[config.mk]
export PLATFORM = sky130hd
export DESIGN_NAME = histo_region_scheduler_flat
export DESIGN_NICKNAME = d
export VERILOG_FILES = /design/src/rtl/histo_region_scheduler_pkg.sv /design/src/rtl/histo_region_scheduler_if.sv /design/src/rtl/histo_region_scheduler_term_counter.sv /design/src/rtl/histo_region_scheduler.sv /design/src/flat_wrapper.sv
export SDC_FILE = /design/constraint.sdc
export NUM_CORES = 1
export LEC_CHECK = 0
export CORE_MARGIN = 2
export CORE_UTILIZATION = 44
export DETAILED_ROUTE_END_ITERATION = 10
export PLACE_DENSITY = 0.79
export REMOVE_ABC_BUFFERS = 1
export SYNTH_ARGS = -nofsm -noshare
export SYNTH_HDL_FRONTEND = slang
export SYNTH_SLANG_ARGS = --single-unit
[constraint.sdc]
create_clock -name clk -period 1.3 [get_ports clk]
set_input_delay 0.13 -clock clk [delete_from_list [all_inputs] [get_ports clk]]
set_output_delay 0.13 -clock clk [all_outputs]
set_load 0.01 [all_outputs]
[src/rtl/histo_region_scheduler_pkg.sv]
// Shared SIFT descriptor definitions: window geometry, index widths and the
// region-scheduler state encoding used by extractor, scheduler and histogram.
package sift_desc_pkg;

  localparam int unsigned REGION_NUM = 9;
  localparam int unsigned PIX_NUM    = 89;
  localparam int unsigned REG_W      = $clog2(REGION_NUM);
  localparam int unsigned PIX_W      = $clog2(PIX_NUM);

  typedef enum logic [2:0] {
    S_IDLE,
    S_CLEAR,
    S_FEED,
    S_DRAIN,
    S_HOLD,
    S_DONE
  } hrs_state_e;

endpackage

[src/rtl/histo_region_scheduler_if.sv]
// Control/handshake bundle between the region scheduler and the
// region mux / histogram datapath.
interface histo_region_scheduler_if;
  import sift_desc_pkg::*;

  logic             start;
  logic             abort;
  logic             busy;
  logic             done;
  logic [REG_W-1:0] reg_sel;
  logic [PIX_W-1:0] pix_sel;
  logic             hist_clr;
  logic             hist_en;
  logic             hist_valid;
  logic             hist_ready;

  modport master (
    output start, abort, hist_ready,
    input  busy, done, reg_sel, pix_sel, hist_clr, hist_en, hist_valid
  );

  modport slave (
    input  start, abort, hist_ready,
    output busy, done, reg_sel, pix_sel, hist_clr, hist_en, hist_valid
  );

endinterface

[src/rtl/histo_region_scheduler_term_counter.sv]
// Up-counter with synchronous clear-load, enable and terminal-count flag;
// it saturates at TERM instead of wrapping.
module hrs_term_counter #(
  parameter int unsigned W    = 4,
  parameter int unsigned TERM = 0
) (
  input  logic         clk,
  input  logic         rst,
  input  logic         load,
  input  logic         en,
  output logic [W-1:0] cnt,
  output logic         term
);

  localparam logic [W-1:0] TERM_V = W'(TERM);

  assign term = (cnt == TERM_V);

  always_ff @(posedge clk) begin
    if (rst || load) begin
      cnt <= '0;
    end else if (en && !term) begin
      cnt <= cnt + W'(1);
    end
  end

endmodule

[src/rtl/histo_region_scheduler.sv]
// Sequences the descriptor regions of one keypoint window: clear, feed every
// pixel, wait out the histogram pipeline, then hold the result until accepted.
module histo_region_scheduler #(
  parameter int unsigned REGION_NUM = sift_desc_pkg::REGION_NUM,
  parameter int unsigned PIX_NUM    = sift_desc_pkg::PIX_NUM,
  parameter int unsigned PIPE_LAT   = 2
) (
  input logic                    clk,
  input logic                    rst,
  histo_region_scheduler_if.slave bus
);
  import sift_desc_pkg::*;

  localparam int unsigned RW        = $clog2(REGION_NUM);
  localparam int unsigned PW        = $clog2(PIX_NUM);
  localparam int unsigned DW        = (PIPE_LAT > 0) ? $clog2(PIPE_LAT + 1) : 1;
  localparam int unsigned DRN_TERM  = (PIPE_LAT > 0) ? PIPE_LAT - 1 : 0;
  localparam logic [RW-1:0] REG_LAST = RW'(REGION_NUM - 1);

  hrs_state_e    state, state_next;
  logic [RW-1:0] region, region_next;

  logic [PW-1:0] pix_cnt;
  logic          pix_term, pix_load, pix_en;
  logic [DW-1:0] drn_cnt_unused;
  logic          drn_term, drn_load, drn_en;

  always_ff @(posedge clk) begin
    if (rst) begin
      state  <= S_IDLE;
      region <= '0;
    end else begin
      state  <= state_next;
      region <= region_next;
    end
  end

  always_comb begin
    state_next  = state;
    region_next = region;
    unique case (state)
      S_IDLE: begin
        if (bus.start && !bus.abort) begin
          state_next  = S_CLEAR;
          region_next = '0;
        end
      end
      S_CLEAR: state_next = S_FEED;
      S_FEED: begin
        if (pix_term) state_next = (PIPE_LAT == 0) ? S_HOLD : S_DRAIN;
      end
      S_DRAIN: begin
        if (drn_term) state_next = S_HOLD;
      end
      S_HOLD: begin
        if (bus.hist_ready) begin
          if (region == REG_LAST) begin
            state_next = S_DONE;
          end else begin
            region_next = region + RW'(1);
            state_next  = S_CLEAR;
          end
        end
      end
      S_DONE:  state_next = S_IDLE;
      default: state_next = S_IDLE;
    endcase
    // abort overrides every other transition, including a pending increment
    if (bus.abort && state != S_IDLE) state_next = S_IDLE;
    if (state_next == S_IDLE) region_next = '0;
  end

  // counters sit at zero except while their own state is continuing
  assign pix_en   = (state == S_FEED);
  assign pix_load = (state != S_FEED) || (state_next != S_FEED);
  assign drn_en   = (state == S_DRAIN);
  assign drn_load = (state != S_DRAIN) || (state_next != S_DRAIN);

  hrs_term_counter #(.W(PW), .TERM(PIX_NUM - 1)) u_pix_cnt (
    .clk  (clk),
    .rst  (rst),
    .load (pix_load),
    .en   (pix_en),
    .cnt  (pix_cnt),
    .term (pix_term)
  );

  hrs_term_counter #(.W(DW), .TERM(DRN_TERM)) u_drn_cnt (
    .clk  (clk),
    .rst  (rst),
    .load (drn_load),
    .en   (drn_en),
    .cnt  (drn_cnt_unused),
    .term (drn_term)
  );

  assign bus.busy       = (state != S_IDLE) && (state != S_DONE);
  assign bus.done       = (state == S_DONE);
  assign bus.hist_clr   = (state == S_CLEAR);
  assign bus.hist_en    = (state == S_FEED);
  assign bus.hist_valid = (state == S_HOLD);
  assign bus.reg_sel    = REG_W'(region);
  assign bus.pix_sel    = PIX_W'(pix_cnt);

endmodule

[src/flat_wrapper.sv]
// flat-port wrapper written by rule: the top's interface ports become plain ports
module histo_region_scheduler_flat import sift_desc_pkg::*;
#(
  parameter int unsigned REGION_NUM = sift_desc_pkg::REGION_NUM,
  parameter int unsigned PIX_NUM    = sift_desc_pkg::PIX_NUM,
  parameter int unsigned PIPE_LAT   = 2
)
  (clk, rst, bus_start, bus_abort, bus_hist_ready, bus_busy, bus_done, bus_reg_sel, bus_pix_sel, bus_hist_clr, bus_hist_en, bus_hist_valid);
  histo_region_scheduler_if bus_i ();
  input logic clk;
  input logic rst;
  input wire logic [$bits(bus_i.start)-1:0] bus_start;
  input wire logic [$bits(bus_i.abort)-1:0] bus_abort;
  input wire logic [$bits(bus_i.hist_ready)-1:0] bus_hist_ready;
  output wire logic [$bits(bus_i.busy)-1:0] bus_busy;
  output wire logic [$bits(bus_i.done)-1:0] bus_done;
  output wire logic [$bits(bus_i.reg_sel)-1:0] bus_reg_sel;
  output wire logic [$bits(bus_i.pix_sel)-1:0] bus_pix_sel;
  output wire logic [$bits(bus_i.hist_clr)-1:0] bus_hist_clr;
  output wire logic [$bits(bus_i.hist_en)-1:0] bus_hist_en;
  output wire logic [$bits(bus_i.hist_valid)-1:0] bus_hist_valid;
  assign bus_i.start = bus_start;
  assign bus_i.abort = bus_abort;
  assign bus_i.hist_ready = bus_hist_ready;
  assign bus_busy = bus_i.busy;
  assign bus_done = bus_i.done;
  assign bus_reg_sel = bus_i.reg_sel;
  assign bus_pix_sel = bus_i.pix_sel;
  assign bus_hist_clr = bus_i.hist_clr;
  assign bus_hist_en = bus_i.hist_en;
  assign bus_hist_valid = bus_i.hist_valid;
  histo_region_scheduler #(.REGION_NUM(REGION_NUM), .PIX_NUM(PIX_NUM), .PIPE_LAT(PIPE_LAT)) u_core (.clk(clk), .rst(rst), .bus(bus_i));
endmodule
# Word level (Yosys, flattened, before mapping)

Cells that the tools add are included.

Output and inout port bits: 16
Flip-flop bits (word level): 16
Input bits: 5

$add $sub $neg: 3
Eq/ne operators: 16
Reduce and logical (&&, ||, !) cells: 18
Muxes and demuxes: 11

Operators with widths:

| cell                                                                  | number |
|---|---|
| 3-bit 2-to-1 mux                                                      | 6 |
| 3-bit one-hot mux with 5 select lines                                 | 1 |
| 4-bit 2-to-1 mux                                                      | 3 |
| 3-bit by 2-bit != test with 1-bit output, second input constant       | 4 |
| 4-bit one-hot mux with 2 select lines                                 | 1 |
| 7-bit by 1-bit adder with 7-bit output, second input constant         | 1 |
| 7-bit equality test, second input constant                            | 1 |
| 3-bit by 2-bit equality test with 1-bit output, second input constant | 2 |
| 3-bit equality test, second input constant                            | 2 |
| 3-bit logical NOT                                                     | 2 |
| 1-bit logical AND                                                     | 5 |
| 4-bit by 1-bit adder with 4-bit output, second input constant         | 1 |
| 4-bit equality test, second input constant                            | 1 |
| 1-bit logical OR                                                      | 4 |
| 2-bit != test, second input constant                                  | 2 |
| 4-bit AND reduction                                                   | 1 |
| 3-bit by 1-bit equality test with 1-bit output, second input constant | 1 |
| 1-bit logical NOT                                                     | 3 |
| 3-bit != test, second input constant                                  | 1 |
| 3-bit nonzero test                                                    | 1 |
| 2-bit by 1-bit adder with 2-bit output, second input constant         | 1 |
| 2-bit by 1-bit equality test with 1-bit output, second input constant | 1 |
| 2-bit by 1-bit != test with 1-bit output, second input constant       | 1 |
| 2-bit nonzero test                                                    | 1 |
| 2-bit OR reduction                                                    | 1 |

# Logic depth before layout (Yosys ltp)

Gate-level depths: netlist of run 1.

Depth after elaboration: 8
Depth in mapped cells: 5
Gate-level depth less buffers: 5

# Cells and area by module

Synthesis of run 1 repeated with hierarchy kept, for this count alone.

Cells, all modules: 120
Area, all modules: 1009.7 um2

By module, submodules not included:

| module                              | area each (um2) | cells each | sequential area each (um2) | times used |
|---|---|---|---|---|
| histo_region_scheduler              | 550.5           | 69         | 140.1                      | 1 |
| hrs_term_counter (u_core.u_pix_cnt) | 354.1           | 42         | 140.1                      | 1 |
| hrs_term_counter (u_core.u_drn_cnt) | 105.1           | 9          | 40.0                       | 1 |

# Worst setup path after synthesis of run 1

OpenSTA, ideal clock, no wires.

Path type: register -> register
From: reg u_core.u_pix_cnt.cnt[0]
To: reg u_core.state[0]
Cell stages (with the launch flop): 6
Setup slack: -0.089 ns
Data required time: 1.226 ns
Arrival: 1.314 ns
Clock period less this slack: 1.389 ns
Cell sequence: dfxtp_1 > inv_1 > ha_1 > nand4_1 > or4b_1 > a31oi_1

Longest elaborated chain between the ends: 4

Ends and longest elaborated chain:

| what                                  | line                                      | text |
|---|---|---|
| from (decl)                           | histo_region_scheduler_term_counter.sv:11 | `output logic [W-1:0] cnt,` |
| from (signal assigned)                | histo_region_scheduler_term_counter.sv:23 | `cnt <= cnt + W'(1);` |
| 7-bit equality test                   | histo_region_scheduler_term_counter.sv:17 | `assign term = (cnt == TERM_V);` |
| 3-bit 2-to-1 mux                      | histo_region_scheduler.sv:50              | `if (pix_term) state_next = (PIPE_LAT == 0) ? S_HOLD : S_DRAIN;` |
| 3-bit one-hot mux with 5 select lines | histo_region_scheduler.sv:41              | `unique case (state)` |
| 3-bit 2-to-1 mux                      | histo_region_scheduler.sv:69              | `if (bus.abort && state != S_IDLE) state_next = S_IDLE;` |
| to (signal assigned)                  | histo_region_scheduler.sv:33              | `state <= state_next;` |
| to (decl)                             | histo_region_scheduler.sv:20              | `hrs_state_e state, state_next;` |

Every way passes these cells.
A chain may end at the register's enable or synchronous reset.

# Worst setup path after layout of run 1

From: reg u_core.state[2]
To: reg u_core.u_pix_cnt.cnt[3]

Longest elaborated chain between the ends: 6
Elaborated cells on any way between the ends: 18
Those cells by class: eq/ne (6); mux (6); reduce/logical (6)

Ends and longest elaborated chain:

| what                                                                       | line                                                       | text |
|---|---|---|
| 3-bit equality test (tied with other cells)                                | histo_region_scheduler.sv:41                               |  |
| 3-bit one-hot mux with 5 select lines or 1-bit logical AND (tied branches) | histo_region_scheduler.sv:41, histo_region_scheduler.sv:69 |  |
| 3-bit 2-to-1 mux                                                           | histo_region_scheduler.sv:69                               |  |
| 3-bit by 2-bit != test with 1-bit output                                   | histo_region_scheduler.sv:75                               | `assign pix_load = (state != S_FEED) \|\| (state_next != S_FEED);` |
| 1-bit logical OR                                                           | histo_region_scheduler.sv:75                               |  |
| 1-bit logical OR                                                           | histo_region_scheduler_term_counter.sv:20                  | `if (rst \|\| load) begin` |

Parallel ways exist; a longest one is shown, timed or not.

==> flow_summary_export.csv, run 1 <==
group,metric,value,unit
final_layout,syn_to_final_growth,61.5,%
setup_path,cp-end-kind,"register",
setup_path,r2r_slack,-130,ps
place,placedCellCount,174,
place,routabilityCongestion,0.870,
global_route,grt_overflow_total,0,
setup_path,critPathMaxFanout,7,
pwr,power.density,641,mW/mm^2
setup_path,required,1520,ps
run_status,violations,"negative setup slack",
setup_path,worst_r2r_endpoint,"u_core.u_pix_cnt.cnt[3]",
sta,fin_crit,1430,ps
setup_path,worstSetupStartpoint,"u_core.state[2]",
logic_synthesis,yosys-top-cells-count,"dfxtp_1 (16), a21oi_1 (10), inv_1 (9), nor2_1 (8), o21ai_0 (6)",
logic_synthesis,yosysTopAreaCell,"dfxtp_1",
place,pre_cts_ws,-209,ps
sta,worst_clock_skew,8.41,ps
global_route,grtUsageTotal,23.2,%
setup_path,reg2regPathDepth,5,
global_route,grt_pass1_vias,972,
place,numPortBuffers,20,
logic_synthesis,ys.flop_type,"dfxtp_1",
pwr,ir_drop,435,uV
floorplanning,num_rows,16,
global_route,grt_max_degree,12,
clock_network,clock_tree.htree_level_count,1,
final_layout,final_nets,165,
setup_path,crit_arrival,1650,ps
floorplanning,ioPinCount,21,
sta,finalCritPeriodShare,110,%
clock_network,root_buffer,"clkbuf_4",
setup_path,critPathLaunchType,"register",
run,max_cap_violations,0,
setup_path,path_class,"reg -> reg",
clock_network,cts_tree,"yes",
logic_synthesis,ys_seq_area_share,34.0,%
run_status,status,"finished with violations",
floorplanning,die_y,50.3,um
clock_network,cts_buffers,3,
logic_synthesis,syn_area,943,sq um
sta,setup_slack,-132,ps
global_route,antenna_found_initial,0,
floorplanning,design.die.area,0.00253,sq mm
final_layout,drive_gt1_share,44.2,%
logic_synthesis,synth_warnings,0,
min_path,worstHoldStart,"u_core.u_drn_cnt.cnt[0]",
logic_synthesis,synthArstFlopShare,0,%
logic_synthesis,yosysTopAreaCellShare,34.0,%
routing,drc,0,
min_path,whs_path_depth,1,
sta,max_freq,698,MHz
routing,wl,2.85,mm
sta,timing.final.hold_violations,0,
clock_network,clock_sink_count,16,
routing,num_vias,1014,
logic_synthesis,synth_cell_type_count,37,
routing,drtIter0Drc,14,
place,place_area,0.00136,sq mm
sta,rsz0062_at_grt,"true",
final_layout,n_antenna_cell,0,
min_path,hold_class,"reg -> reg",
routing,antenna_left,0,
logic_synthesis,avgSynthCellArea,8.82,sq um
sta,holdWs,459,ps
logic_synthesis,synth_edf_count,0,
final_layout,fin_cells,181,
routing,firstDrtPassIters,4,
clock_network,clk_latency,290,ps
min_path,hold_end,"u_core.u_drn_cnt.cnt[0]",
final_layout,final_area,0.00152,sq mm
setup_path,timing.rr.start,"u_core.state[2]",
floorplanning,fp.dieW,50.3,um
floorplanning,placeableCoreArea,0.00200,sq mm
floorplanning,start_util,47.1,%
sta,slew_headroom,63.8,%
logic_synthesis,ys_top_cells_by_area,"dfxtp_1 (34%), ha_1 (6.6%), a21oi_1 (5.3%)",
sta,worstMarginPinSlew,543,ps
pwr,leakagePower,0.617,nW
routing,avgRoutedWirePerCell,15.7,um
logic_synthesis,ys_ff_latch,16,
sta,slew_violations,0,
logic_synthesis,syn_inst,107,
clock_network,ctsLongestPathBuffers,2,
routing,viasPerCell,5.60,
sta,setup_violations,11,
logic_synthesis,yosysMostFrequentCell,"dfxtp_1",
global_route,grt_pass1_wl,4.47,mm
clock_network,clk_pin_slew_worst_paths,100,ps
place,dp_hpwl,1.87,mm
==> layout make-up <==
type	instances	area, sq um
timing repair buffer	48	428
inverter	9	33.8
sequential	16	340
clock buffer	4	36.3
fill	152	478
tap	27	33.8
multi-input combinational	77	652
==> worst max-delay path, stage by stage, from the launching register on <==
cell       delay, ps
dfxtp_4          380
buf_12           130
nand4bb_4        210
buf_12           150
or3_1            370
a21oi_1          120
==> kinds of logic after synthesis <==
logic type / count (synthesis) / share of synthesized area (%)
buf+inv: 14 / 6.50
fa+ha+maj: 5 / 6.63
xor+xnor: 2 / 1.86
compound gates: 27 / 18.4
simple gates: 43 / 32.6
flops: 16 / 34.0
==> timing repair <==
item                       CTS  global route
setup endpoints to repair   27            18
pin swaps                   17             1
hold buffers                 0             0
setup buffers                3             0
gates resized for setup     53            15
==> metal layers <==
metal / vias up / global-route usage [%] / wire length, um
met2: 44 / 43.0 / 1520
li1: 488 / - / -
met3: 4 / 3.57 / 151
met1: 478 / 27.1 / 1150
met5: - / 0 / 0
met4: 0 / 7.21 / 21
==> registers in the layout, summed over array words and instances, names as in the netlist <==
name and cells:
u_core.u_drn_cnt.cnt 2, u_core.bus.reg_sel 4, u_core.state 3, u_core.u_pix_cnt.cnt 7
==> cells in the final DEF, fill, tap and decap left out, types with 3 or more instances in the layout <==
cell,synthesis,final
o21ai_0,6,4
nand2_1,5,5
buf_2,1,5
clkbuf_4,0,3
ha_1,5,4
clkdlybuf4s50_1,0,4
inv_1,9,7
nand4_1,3,3
a21oi_1,10,8
buf_6,0,5
nand3_1,5,5
buf_12,0,3
nor2_1,8,8
or3_1,4,3
buf_4,2,20
dfxtp_2,0,7
dfxtp_1,16,6
dfxtp_4,0,3
dlygate4sd2_1,0,11
==> worst max path at each step <==
stage,endpoint,slack [ps],depth (start not counted)
3_5_place_dp,u_core.bus.reg_sel[0],-210,4
5_1_grt,u_core.u_pix_cnt.cnt[5],-170,5
4_1_cts,u_core.u_pix_cnt.cnt[3],-130,5
3_3_place_gp,u_core.bus.reg_sel[1],-150,4
6_report,u_core.u_pix_cnt.cnt[3],-130,5
2_1_floorplan,u_core.state[0],-280,3
==> per-stage QoR <==
step | total power, mW | utilization (%) | setup TNS, ps
final | 0.977 | 76.1 | -971
after global routing | 1.02 | 76.1 | -1820
after CTS | 0.967 | 72.5 | -987
after detailed placement | 0.631 | 68.1 | -2220
after global placement | 0.629 | 68.1 | -1650
after floorplan | 0.562 | - | -661
==> report_power, final <==
group	internal, mW	switching (mW)	total (mW)
clock	0.170	0.165	0.335
combinational	0.0830	0.0642	0.147
sequential	0.489	0.00579	0.495
(Power assumes the default switching activity.)
==> run 2, diff against run 1 <==
Settings changed: PLACE_DENSITY 0.79 to 0.83.
==> flow_summary_export.csv, run 2 (same netlist as run 1, synthesis figures left out) <==
group,metric,value,unit
routing,met1_length,1.16,mm
place,place_area,0.00136,sq mm
sta,setup_slack,-138,ps
place,dp_hpwl,1.84,mm
clock_network,root_buffer,"clkbuf_4",
routing,wl,2.98,mm
sta,setup_violations,13,
setup_path,cp-end-kind,"register",
place,numPortBuffers,20,
sta,worst_clock_skew,15.6,ps
pwr,swShare,24.4,%
min_path,whs_path_depth,1,
floorplanning,placeableCoreArea,0.00200,sq mm
sta,finalCritPeriodShare,111,%
final_layout,top_register,"u_core.u_pix_cnt.cnt",
final_layout,fill_cells,131,
sta,slew_violations,0,
floorplanning,fp.dieW,50.3,um
floorplanning,num_rows,16,
global_route,grt_overflow_total,0,
setup_path,required,1520,ps
routing,drtIter0Drc,22,
place,placedCellCount,174,
clock_network,clk_pin_slew_worst_paths,110,ps
sta,rsz0062_at_grt,"true",
run,max_cap_violations,0,
run_status,violations,"negative setup slack",
pwr,internal_power,0.758,mW
floorplanning,ioPinCount,21,
pwr,ir_drop,582,uV
final_layout,final_cell_mix,"buf_4 (24), dlygate4sd2_1 (11), buf_6 (10)",
floorplanning,die_y,50.3,um
clock_network,cts_buffers,3,
pwr,sequentialPowerShare,49.6,%
routing,drc,0,
final_layout,syn_to_final_growth,69.2,%
final_layout,final_nets,171,
pwr,p_clk_share,34.1,%
setup_path,timing.rr.start,"u_core.u_pix_cnt.cnt[0]",
clock_network,ctsLongestPathBuffers,2,
min_path,worstHoldStart,"u_core.u_drn_cnt.cnt[0]",
final_layout,final_util,79.8,%
routing,highest_layer,"met4",
clock_network,clock_tree.htree_level_count,1,
min_path,hold_class,"reg -> reg",
floorplanning,start_util,47.1,%
final_layout,regArea,339,sq um
sta,setup_tns,-1140,ps
clock_network,clk_latency,300,ps
setup_path,path_class,"reg -> reg",
global_route,grtUsageTotal,23.3,%
global_route,grt_max_degree,11,
pwr,power.density,628,mW/mm^2
setup_path,r2r_slack,-140,ps
floorplanning,design.die.area,0.00253,sq mm
routing,viasPerCell,5.59,
min_path,hold_end,"u_core.u_drn_cnt.cnt[0]",
setup_path,crit_arrival,1650,ps
run_status,status,"finished with violations",
setup_path,critPathLaunchType,"register",
pwr,leakagePower,0.652,nW
sta,worstMarginPinSlew,406,ps
setup_path,reg2regPathDepth,5,
routing,antenna_left,0,
global_route,grt_pass1_wl,4.46,mm
pwr,p_sw,0.245,mW
sta,slew_headroom,72.9,%
final_layout,fin_cells,187,
final_layout,drive_gt1_share,46.9,%
routing,firstDrtPassIters,5,
routing,avgRoutedWirePerCell,15.9,um
final_layout,n_antenna_cell,0,
clock_network,clock_sink_count,16,
sta,max_freq,696,MHz
clock_network,cts_tree,"yes",
place,routabilityCongestion,0.880,
setup_path,critPathMaxFanout,2,
sta,timing.final.hold_violations,0,
sta,fin_crit,1440,ps
routing,wl_met3,165,um
setup_path,worst_r2r_endpoint,"u_core.state[0]",
sta,holdWs,438,ps
global_route,grt_pass1_vias,973,
routing,met2_length,1.56,mm
final_layout,largest_register_ffs,7,
routing,num_vias,1046,
final_layout,final_area,0.00160,sq mm
pwr,p_comb_share,16.3,%
final_layout,multi_input_area,669,sq um
final_layout,layout_commonest_cell,"buf_4",
global_route,antenna_found_initial,0,
run 2: cell types whose count changed in the layout (fill, tap and decap cells not counted), sizes merged:
cell  change
buf       +6
run 2: metrics by stage:
step                      setup WS, ps  power [mW]
after floorplan                   -276       0.562
after global placement            -151       0.628
after detailed placement          -166       0.631
after CTS                         -129       0.968
after global routing              -200        1.05
final                             -138        1.00
run 2: area by class of cell:
type | instances | area share [%]
Inverter | 9 | 2.12
Tap cell | 27 | 2.12
Sequential cell | 16 | 21.2
Clock buffer | 4 | 2.27
Multi-Input combinational cell | 77 | 41.9
Timing Repair Buffer | 54 | 30.3
run 2: worst max-delay path by stage:
| stage | startpoint | endpoint | depth (start not counted) |
|---|---|---|---|
| after floorplan | u_core.state[1] | u_core.state[0] | 3 |
| after global placement | u_core.state[1] | u_core.bus.reg_sel[1] | 4 |
| after detailed placement | u_core.state[1] | u_core.bus.reg_sel[1] | 4 |
| after CTS | u_core.state[0] | u_core.state[0] | 4 |
| after global routing | u_core.u_pix_cnt.cnt[0] | u_core.u_pix_cnt.cnt[1] | 6 |
| final | u_core.u_pix_cnt.cnt[0] | u_core.state[0] | 5 |
run 2: what timing repair did:
action                                  in CTS  in global routing
endpoints found under the hold margin        0                  0
buffers inserted                             3                  5
pin swaps                                   15                  6
endpoints found under the setup margin      27                 20
cloned                                       1                  0
hold buffers                                 0                  0
resized for setup                           51                 25
run 2: power by group through the flow:
stage | Clock [mW] | Combinational, mW | Sequential [mW]
after global placement | 0 | 0.117 | 0.510
after floorplan | 0 | 0.0433 | 0.518
final | 0.341 | 0.163 | 0.498
after CTS | 0.343 | 0.127 | 0.498
after global routing | 0.381 | 0.173 | 0.499
after detailed placement | 0 | 0.120 | 0.510
run 2: critical path, cell delays in order (launching register included):
cell	delay, ps
dfxtp_2	340
inv_2	60
ha_4	110
nand4_1	140
or4b_4	560
a31oi_2	130
run 2: per-layer routing:
metal | track usage, % | vias to the layer above
met3 | 3.57 | 11
met5 | 0 | -
li1 | - | 497
met2 | 44.7 | 40
met1 | 26.0 | 498
met4 | 6.76 | 0
